[src/rtl/vga_draw_scheduler_if.sv]
// Draw-scheduler bus: frame tick and sprite request in, pixel strobe out.
// master = scheduler side, slave = game logic / VGA adapter side.
interface vga_draw_scheduler_if;
  logic       frame_tick;
  logic [7:0] pac_x;
  logic [6:0] pac_y;
  logic [7:0] draw_x;
  logic [6:0] draw_y;
  logic [2:0] sprite_dx;
  logic [2:0] sprite_dy;
  logic [2:0] mux_select;
  logic       plot;
  logic       busy;
  logic       frame_done;

  modport master (
    input  frame_tick, pac_x, pac_y,
    output draw_x, draw_y, sprite_dx, sprite_dy,
    output mux_select, plot, busy, frame_done
  );

  modport slave (
    output frame_tick, pac_x, pac_y,
    input  draw_x, draw_y, sprite_dx, sprite_dy,
    input  mux_select, plot, busy, frame_done
  );
endinterface

[src/rtl/vga_draw_scheduler.sv]
// Sequences framebuffer writes: full background, then erase/draw per frame.
// Ports: clock, resetn (async low), bus (frame_tick/pac_x/pac_y in, pixels out).
module vga_draw_scheduler #(
  parameter int         SCREEN_W = 160,
  parameter int         SCREEN_H = 120,
  parameter int         SPRITE   = 5,
  parameter logic [7:0] START_X  = 8'd76,
  parameter logic [6:0] START_Y  = 7'd56
) (
  input logic                  clock,
  input logic                  resetn,
  vga_draw_scheduler_if.master bus
);

  typedef enum logic [1:0] {
    S_FULL_BG, S_WAIT, S_ERASE, S_DRAW
  } state_t;

  localparam logic [7:0] XMAX = 8'(SCREEN_W - 1);
  localparam logic [6:0] YMAX = 7'(SCREEN_H - 1);
  localparam logic [7:0] XLIM = 8'(SCREEN_W - SPRITE);
  localparam logic [6:0] YLIM = 7'(SCREEN_H - SPRITE);
  localparam logic [2:0] SMAX = 3'(SPRITE - 1);

  state_t     r_state, w_next;
  logic [7:0] r_cx, r_old_x, r_new_x;
  logic [6:0] r_cy, r_old_y, r_new_y;
  logic [2:0] r_dx, r_dy;
  logic       r_done;

  logic [7:0] w_clamp_x;
  logic [6:0] w_clamp_y;
  logic       w_moved, w_bg_last, w_spr_last;

  assign w_clamp_x  = (bus.pac_x > XLIM) ? XLIM : bus.pac_x;
  assign w_clamp_y  = (bus.pac_y > YLIM) ? YLIM : bus.pac_y;
  assign w_moved    = (w_clamp_x != r_old_x) || (w_clamp_y != r_old_y);
  assign w_bg_last  = (r_cx == XMAX) && (r_cy == YMAX);
  assign w_spr_last = (r_dx == SMAX) && (r_dy == SMAX);

  always_ff @(posedge clock or negedge resetn) begin
    if (!resetn) r_state <= S_FULL_BG;
    else         r_state <= w_next;
  end

  always_comb begin
    w_next = r_state;
    unique case (r_state)
      S_FULL_BG: if (w_bg_last) w_next = S_WAIT;
      S_WAIT: begin
        if (bus.frame_tick)
          w_next = w_moved ? S_ERASE : S_DRAW;
      end
      S_ERASE: if (w_spr_last) w_next = S_DRAW;
      S_DRAW:  if (w_spr_last) w_next = S_WAIT;
      default: w_next = S_FULL_BG;
    endcase
  end

  always_ff @(posedge clock or negedge resetn) begin
    if (!resetn) begin
      r_cx    <= '0;
      r_cy    <= '0;
      r_dx    <= '0;
      r_dy    <= '0;
      r_old_x <= START_X;
      r_old_y <= START_Y;
      r_new_x <= START_X;
      r_new_y <= START_Y;
      r_done  <= 1'b0;
    end else begin
      r_done <= 1'b0;
      unique case (r_state)
        S_FULL_BG: begin
          if (r_cx == XMAX) begin
            r_cx <= '0;
            r_cy <= (r_cy == YMAX) ? '0 : r_cy + 7'd1;
          end else begin
            r_cx <= r_cx + 8'd1;
          end
        end
        S_WAIT: begin
          r_dx <= '0;
          r_dy <= '0;
          if (bus.frame_tick) begin
            r_new_x <= w_clamp_x;
            r_new_y <= w_clamp_y;
          end
        end
        S_ERASE, S_DRAW: begin
          if (r_dx == SMAX) begin
            r_dx <= '0;
            r_dy <= (r_dy == SMAX) ? '0 : r_dy + 3'd1;
          end else begin
            r_dx <= r_dx + 3'd1;
          end
          if (r_state == S_DRAW && w_spr_last) begin
            r_old_x <= r_new_x;
            r_old_y <= r_new_y;
            r_done  <= 1'b1;
          end
        end
        default: ;
      endcase
    end
  end

  always_comb begin
    bus.plot       = 1'b0;
    bus.mux_select = 3'b000;
    bus.draw_x     = '0;
    bus.draw_y     = '0;
    bus.sprite_dx  = '0;
    bus.sprite_dy  = '0;
    bus.busy       = (r_state != S_WAIT);
    bus.frame_done = r_done;
    unique case (r_state)
      S_FULL_BG: begin
        bus.plot   = 1'b1;
        bus.draw_x = r_cx;
        bus.draw_y = r_cy;
      end
      S_ERASE: begin
        bus.plot      = 1'b1;
        bus.draw_x    = r_old_x + {5'b0, r_dx};
        bus.draw_y    = r_old_y + {4'b0, r_dy};
        bus.sprite_dx = r_dx;
        bus.sprite_dy = r_dy;
      end
      S_DRAW: begin
        bus.plot       = 1'b1;
        bus.mux_select = 3'b001;
        bus.draw_x     = r_new_x + {5'b0, r_dx};
        bus.draw_y     = r_new_y + {4'b0, r_dy};
        bus.sprite_dx  = r_dx;
        bus.sprite_dy  = r_dy;
      end
      default: ;
    endcase
    // async reset must silence the write strobe immediately
    if (!resetn) bus.plot = 1'b0;
  end

endmodule
[src/flat_wrapper.sv]
// flat-port wrapper written by rule: the top's interface ports become plain ports
module vga_draw_scheduler_flat 
#(
  parameter int         SCREEN_W = 160,
  parameter int         SCREEN_H = 120,
  parameter int         SPRITE   = 5,
  parameter logic [7:0] START_X  = 8'd76,
  parameter logic [6:0] START_Y  = 7'd56
)
  (clock, resetn, bus_frame_tick, bus_pac_x, bus_pac_y, bus_draw_x, bus_draw_y, bus_sprite_dx, bus_sprite_dy, bus_mux_select, bus_plot, bus_busy, bus_frame_done);
  vga_draw_scheduler_if bus_i ();
  input logic clock;
  input logic resetn;
  input wire logic [$bits(bus_i.frame_tick)-1:0] bus_frame_tick;
  input wire logic [$bits(bus_i.pac_x)-1:0] bus_pac_x;
  input wire logic [$bits(bus_i.pac_y)-1:0] bus_pac_y;
  output wire logic [$bits(bus_i.draw_x)-1:0] bus_draw_x;
  output wire logic [$bits(bus_i.draw_y)-1:0] bus_draw_y;
  output wire logic [$bits(bus_i.sprite_dx)-1:0] bus_sprite_dx;
  output wire logic [$bits(bus_i.sprite_dy)-1:0] bus_sprite_dy;
  output wire logic [$bits(bus_i.mux_select)-1:0] bus_mux_select;
  output wire logic [$bits(bus_i.plot)-1:0] bus_plot;
  output wire logic [$bits(bus_i.busy)-1:0] bus_busy;
  output wire logic [$bits(bus_i.frame_done)-1:0] bus_frame_done;
  assign bus_i.frame_tick = bus_frame_tick;
  assign bus_i.pac_x = bus_pac_x;
  assign bus_i.pac_y = bus_pac_y;
  assign bus_draw_x = bus_i.draw_x;
  assign bus_draw_y = bus_i.draw_y;
  assign bus_sprite_dx = bus_i.sprite_dx;
  assign bus_sprite_dy = bus_i.sprite_dy;
  assign bus_mux_select = bus_i.mux_select;
  assign bus_plot = bus_i.plot;
  assign bus_busy = bus_i.busy;
  assign bus_frame_done = bus_i.frame_done;
  vga_draw_scheduler #(.SCREEN_W(SCREEN_W), .SCREEN_H(SCREEN_H), .SPRITE(SPRITE), .START_X(START_X), .START_Y(START_Y)) u_core (.clock(clock), .resetn(resetn), .bus(bus_i));
endmodule
[config.mk]
export PLATFORM = sky130hd
export DESIGN_NAME = vga_draw_scheduler_flat
export DESIGN_NICKNAME = d
export VERILOG_FILES = /design/src/rtl/vga_draw_scheduler_if.sv /design/src/rtl/vga_draw_scheduler.sv /design/src/flat_wrapper.sv
export SDC_FILE = /design/constraint.sdc
export NUM_CORES = 1
export LEC_CHECK = 0
export CAP_MARGIN = 20
export CORE_MARGIN = 3
export CORE_UTILIZATION = 50
export CTS_CLUSTER_DIAMETER = 50
export CTS_CLUSTER_SIZE = 30
export DETAILED_ROUTE_END_ITERATION = 6
export PLACE_DENSITY = 0.71
export SETUP_SLACK_MARGIN = 0.2
export SYNTH_ARGS = -nofsm -noshare
export SYNTH_HDL_FRONTEND = slang
export SYNTH_SLANG_ARGS = --single-unit
[constraint.sdc]
create_clock -name clock -period 3.4 [get_ports clock]
set_input_delay 0.51 -clock clock [delete_from_list [all_inputs] [get_ports clock]]
set_output_delay 0.51 -clock clock [all_outputs]
set_load 0.05 [all_outputs]
==> reports/qor.csv <==
metric,value,unit
Hold WC Path Type,input pin to async pin,
reg-to-reg setup timing slack,0.67,ns
# diodes,0,
wire length of the first global-routing pass,14.2,mm
gate count of the mapped netlist,381,
DRC Markers,0,
total negative slack for setup checks,0,ns
area post-placement,4290,µm²
number of synthesized register bits,54,
Final Core Density,0.663,
Total Die Area,8260,µm²
GRT Overall Usage,0.208,
ys async rst share,1.00,
VDD IR-drop max,0.227,mV
wire length after detailed routing,8.34,mm
endpoint required time on the critical path,2.89,ns
fraction of layout cells with a size suffix above 1,0.273,
number of sinks on the clock net,54,
P per Cell Area,258,nW/µm²
Yosys Warn Count,0,
Synth Area per Inst,9.46,µm²
initial standard-cell utilization of the core,0.522,
number of enable-type register cells in the synthesized netlist,0,
Worst Clk Skew,0.0112,ns
endpoint of the worst register-to-register path,u_core.r_cy[6],
final RePlAce weighted congestion,0.989,
Reg-to-Reg Start,u_core.r_state[0],
most common flop cell mapped by yosys,dfrtp_1,
height of the die,90.9,µm
static leakage power,0.00194,µW
# setup viols final,0,
H-tree depth reported by CTS,2,
number of max-slew violations in the final report,0,
root buffer cell,clkbuf_8,
transition time of the tightest slew-check pin,0.836,ns
clock insertion delay at the later pin of the skew report,0.31,ns
Cell Rows,30,
via count of the first global-routing pass,2870,
Max Clk Rate,310,MHz
final critical delay including setup and external delays,3.23,ns
initial antenna violation count,0,
RSZ-0062 raised after global routing,true,
combined area of all synthesized cells,3600,µm²
max_cap viols,0,
startpoint of the worst setup timing path,u_core.r_state[1],
Setup CP Type,register to output port,
distinct cell type count after synthesis,61,
First DRT Iteration DRCs,166,
max_slew headroom,0.441,
Worst Path Arrival,2.72,ns
I/O pin cnt,45,
number of buffers added by the clock tree synthesis step,5,
share of the cycle needed by the critical path after routing,0.950,
result of the run,completed,
finished layout cell area,4580,µm²
number of buffers inserted by hold repair at cts,0,
count of buffers from port buffering,42,
Layout Nets,469,
Core ar.,6910,µm²
total half-perimeter wirelength after legalization and detailed placement,6.07,mm
via total after detailed routing,2975,
Critical Path Sink Type,output port,
final count of hold timing violations,0,
portion of the post-synthesis area used by sequential elements,0.379,
remaining global-route overflow,0,
Critical Path Source Type,register,
Avg Vias per Cell,5.62,
layout overhead on the synthesized area,27.0,%
Hold Worst Slack,0.335,ns
"buffers from clock root to sink, at most",2,
"Reg clk slew, reported paths",0.10,ns
TritonCTS clock tree,done,
routed length per instance,15.8,µm
number of cells traversed by the worst register-to-register path,9,
antenna-violating nets left,0,
biggest fanout along the worst timing path,6,
maximum number of pins on one net before global-route repair,55,
Chip Width,90.9,µm
number of search-and-repair iterations in the first detailed-routing pass,4,
==> critical path, cell delays in order, from the launching register on <==
cell and delay [ns]:
dfrtp_2 0.44, ha_4 0.20, mux2_4 0.21, ha_4 0.12, inv_2 0.03, fa_2 0.35
nor2b_2 0.14, o221ai_2 0.13, xnor2_1 0.14, a222oi_1 0.43, nor2_4 0.06, buf_6 0.16
==> worst max path at each step <==
stage | cells after the start | end | slack (ns)
4_1_cts | 11 | bus_draw_x[6] | 0.17
3_3_place_gp | 11 | bus_draw_x[6] | 0.26
6_report | 11 | bus_draw_x[6] | 0.17
3_5_place_dp | 11 | bus_draw_x[6] | 0.21
2_1_floorplan | 12 | bus_draw_x[6] | 0.21
5_1_grt | 10 | bus_draw_y[5] | 0.04
==> through the flow <==
step | instances | worst slack [ns] | total power [µW]
2_1_floorplan | 382 | 0.215 | 684
3_3_place_gp | 510 | 0.262 | 727
3_5_place_dp | 510 | 0.206 | 727
4_1_cts | 527 | 0.171 | 1190
5_1_grt | 529 | 0.0450 | 1230
6_report | 529 | 0.172 | 1180
==> placed cells by master, fill, tap and decap left out, drive strengths merged, types with 3 or more instances in the layout <==
cell / Yosys / final
dfrtp: 42 / 42
nor2: 38 / 38
nand2: 36 / 36
mux2: 31 / 31
buf: 9 / 31
o21ai: 27 / 27
clkdlybuf4s50: 0 / 26
inv: 18 / 19
ha: 17 / 17
dfstp: 12 / 12
xnor2: 12 / 12
nor2b: 11 / 11
nand3: 10 / 10
xor2: 9 / 9
a22oi: 9 / 9
a21o: 7 / 7
mux2i: 7 / 7
nand4: 6 / 6
clkbuf: 7 / 6
a21oi: 6 / 6
o31ai: 6 / 6
nor3: 5 / 5
and3: 4 / 4
nand2b: 4 / 4
nand3b: 3 / 3
and2: 3 / 3
o221ai: 3 / 3
nor4: 3 / 3
==> synth_stat cells, drive strengths merged (3+ instances only) <==
| library cell | number | area share |
|---|---|---|
| o221ai | 3 | 0.0090 |
| nand2 | 36 | 0.039 |
| a21oi | 6 | 0.0083 |
| nor4 | 3 | 0.0094 |
| nor2b | 11 | 0.019 |
| o31ai | 6 | 0.012 |
| a21o | 7 | 0.015 |
| xnor2 | 12 | 0.029 |
| nand3 | 10 | 0.014 |
| and3 | 4 | 0.0069 |
| o21ai | 27 | 0.037 |
| nand3b | 3 | 0.0062 |
| nand2b | 4 | 0.0069 |
| dfstp | 12 | 0.087 |
| ha | 17 | 0.059 |
| clkbuf | 7 | 0.0073 |
| nor3 | 5 | 0.0069 |
| xor2 | 9 | 0.022 |
| mux2i | 7 | 0.019 |
| inv | 18 | 0.019 |
| nand4 | 6 | 0.010 |
| nor2 | 38 | 0.040 |
| mux2 | 31 | 0.097 |
| a22oi | 9 | 0.019 |
| dfrtp | 42 | 0.29 |
| and2 | 3 | 0.0052 |
| buf | 9 | 0.014 |
==> area by class of cell <==
class / count / area [µm²]
inverter: 18 / 67.6
timing repair buffer: 59 / 652
clock buffer: 6 / 82.6
clock inverter: 2 / 38.8
fill: 570 / 2330
sequential: 54 / 1370
multi-input combinational: 294 / 2250
tap: 96 / 120
==> power by group <==
| group | internal [µW] | total [µW] | leakage [µW] | switching, µW |
|---|---|---|---|---|
| logic | 29.5 | 71.6 | 0.00119 | 42.1 |
| registers | 643 | 643 | 0.000693 | 0 |
| clock network | 243 | 466 | 0.0000618 | 223 |
| total | 915 | 1180 | 0.00194 | 266 |
==> metal layers <==
metal,part of all wire,track usage,up-vias
met5,0,0,-
met4,0.011,0.0440,0
met3,0.036,0.0292,9
met2,0.46,0.327,67
met1,0.50,0.306,1433
li1,-,-,1466
==> logic make-up after synthesis <==
logic type / count (synthesis) / share of synthesized area
mux: 38 / 0.116
fa+ha+maj: 19 / 0.0701
buf+inv: 34 / 0.0399
simple gates: 134 / 0.188
xor+xnor: 21 / 0.0510
flops: 54 / 0.379
compound gates: 80 / 0.154
other cells: 1 / 0.00104
==> state kept, by name, summed over array words and instances, names as in the netlist <==
register,flops
u_core.r_old_y,7
u_core.bus.frame_done,1
u_core.r_state,2
u_core.r_new_x,8
u_core.r_dx,3
u_core.r_old_x,8
u_core.r_cx,8
u_core.r_dy,3
u_core.r_cy,7
u_core.r_new_y,7
==> repair_timing <==
item / CTS / global route
pin swaps: 11 / 9
resized for setup: 11 / 13
setup buffers: 9 / 2
endpoints found under the setup margin: 8 / 13
endpoints found under the hold margin: 0 / 0
No activity file was read; power rests on OpenSTA's default activity.
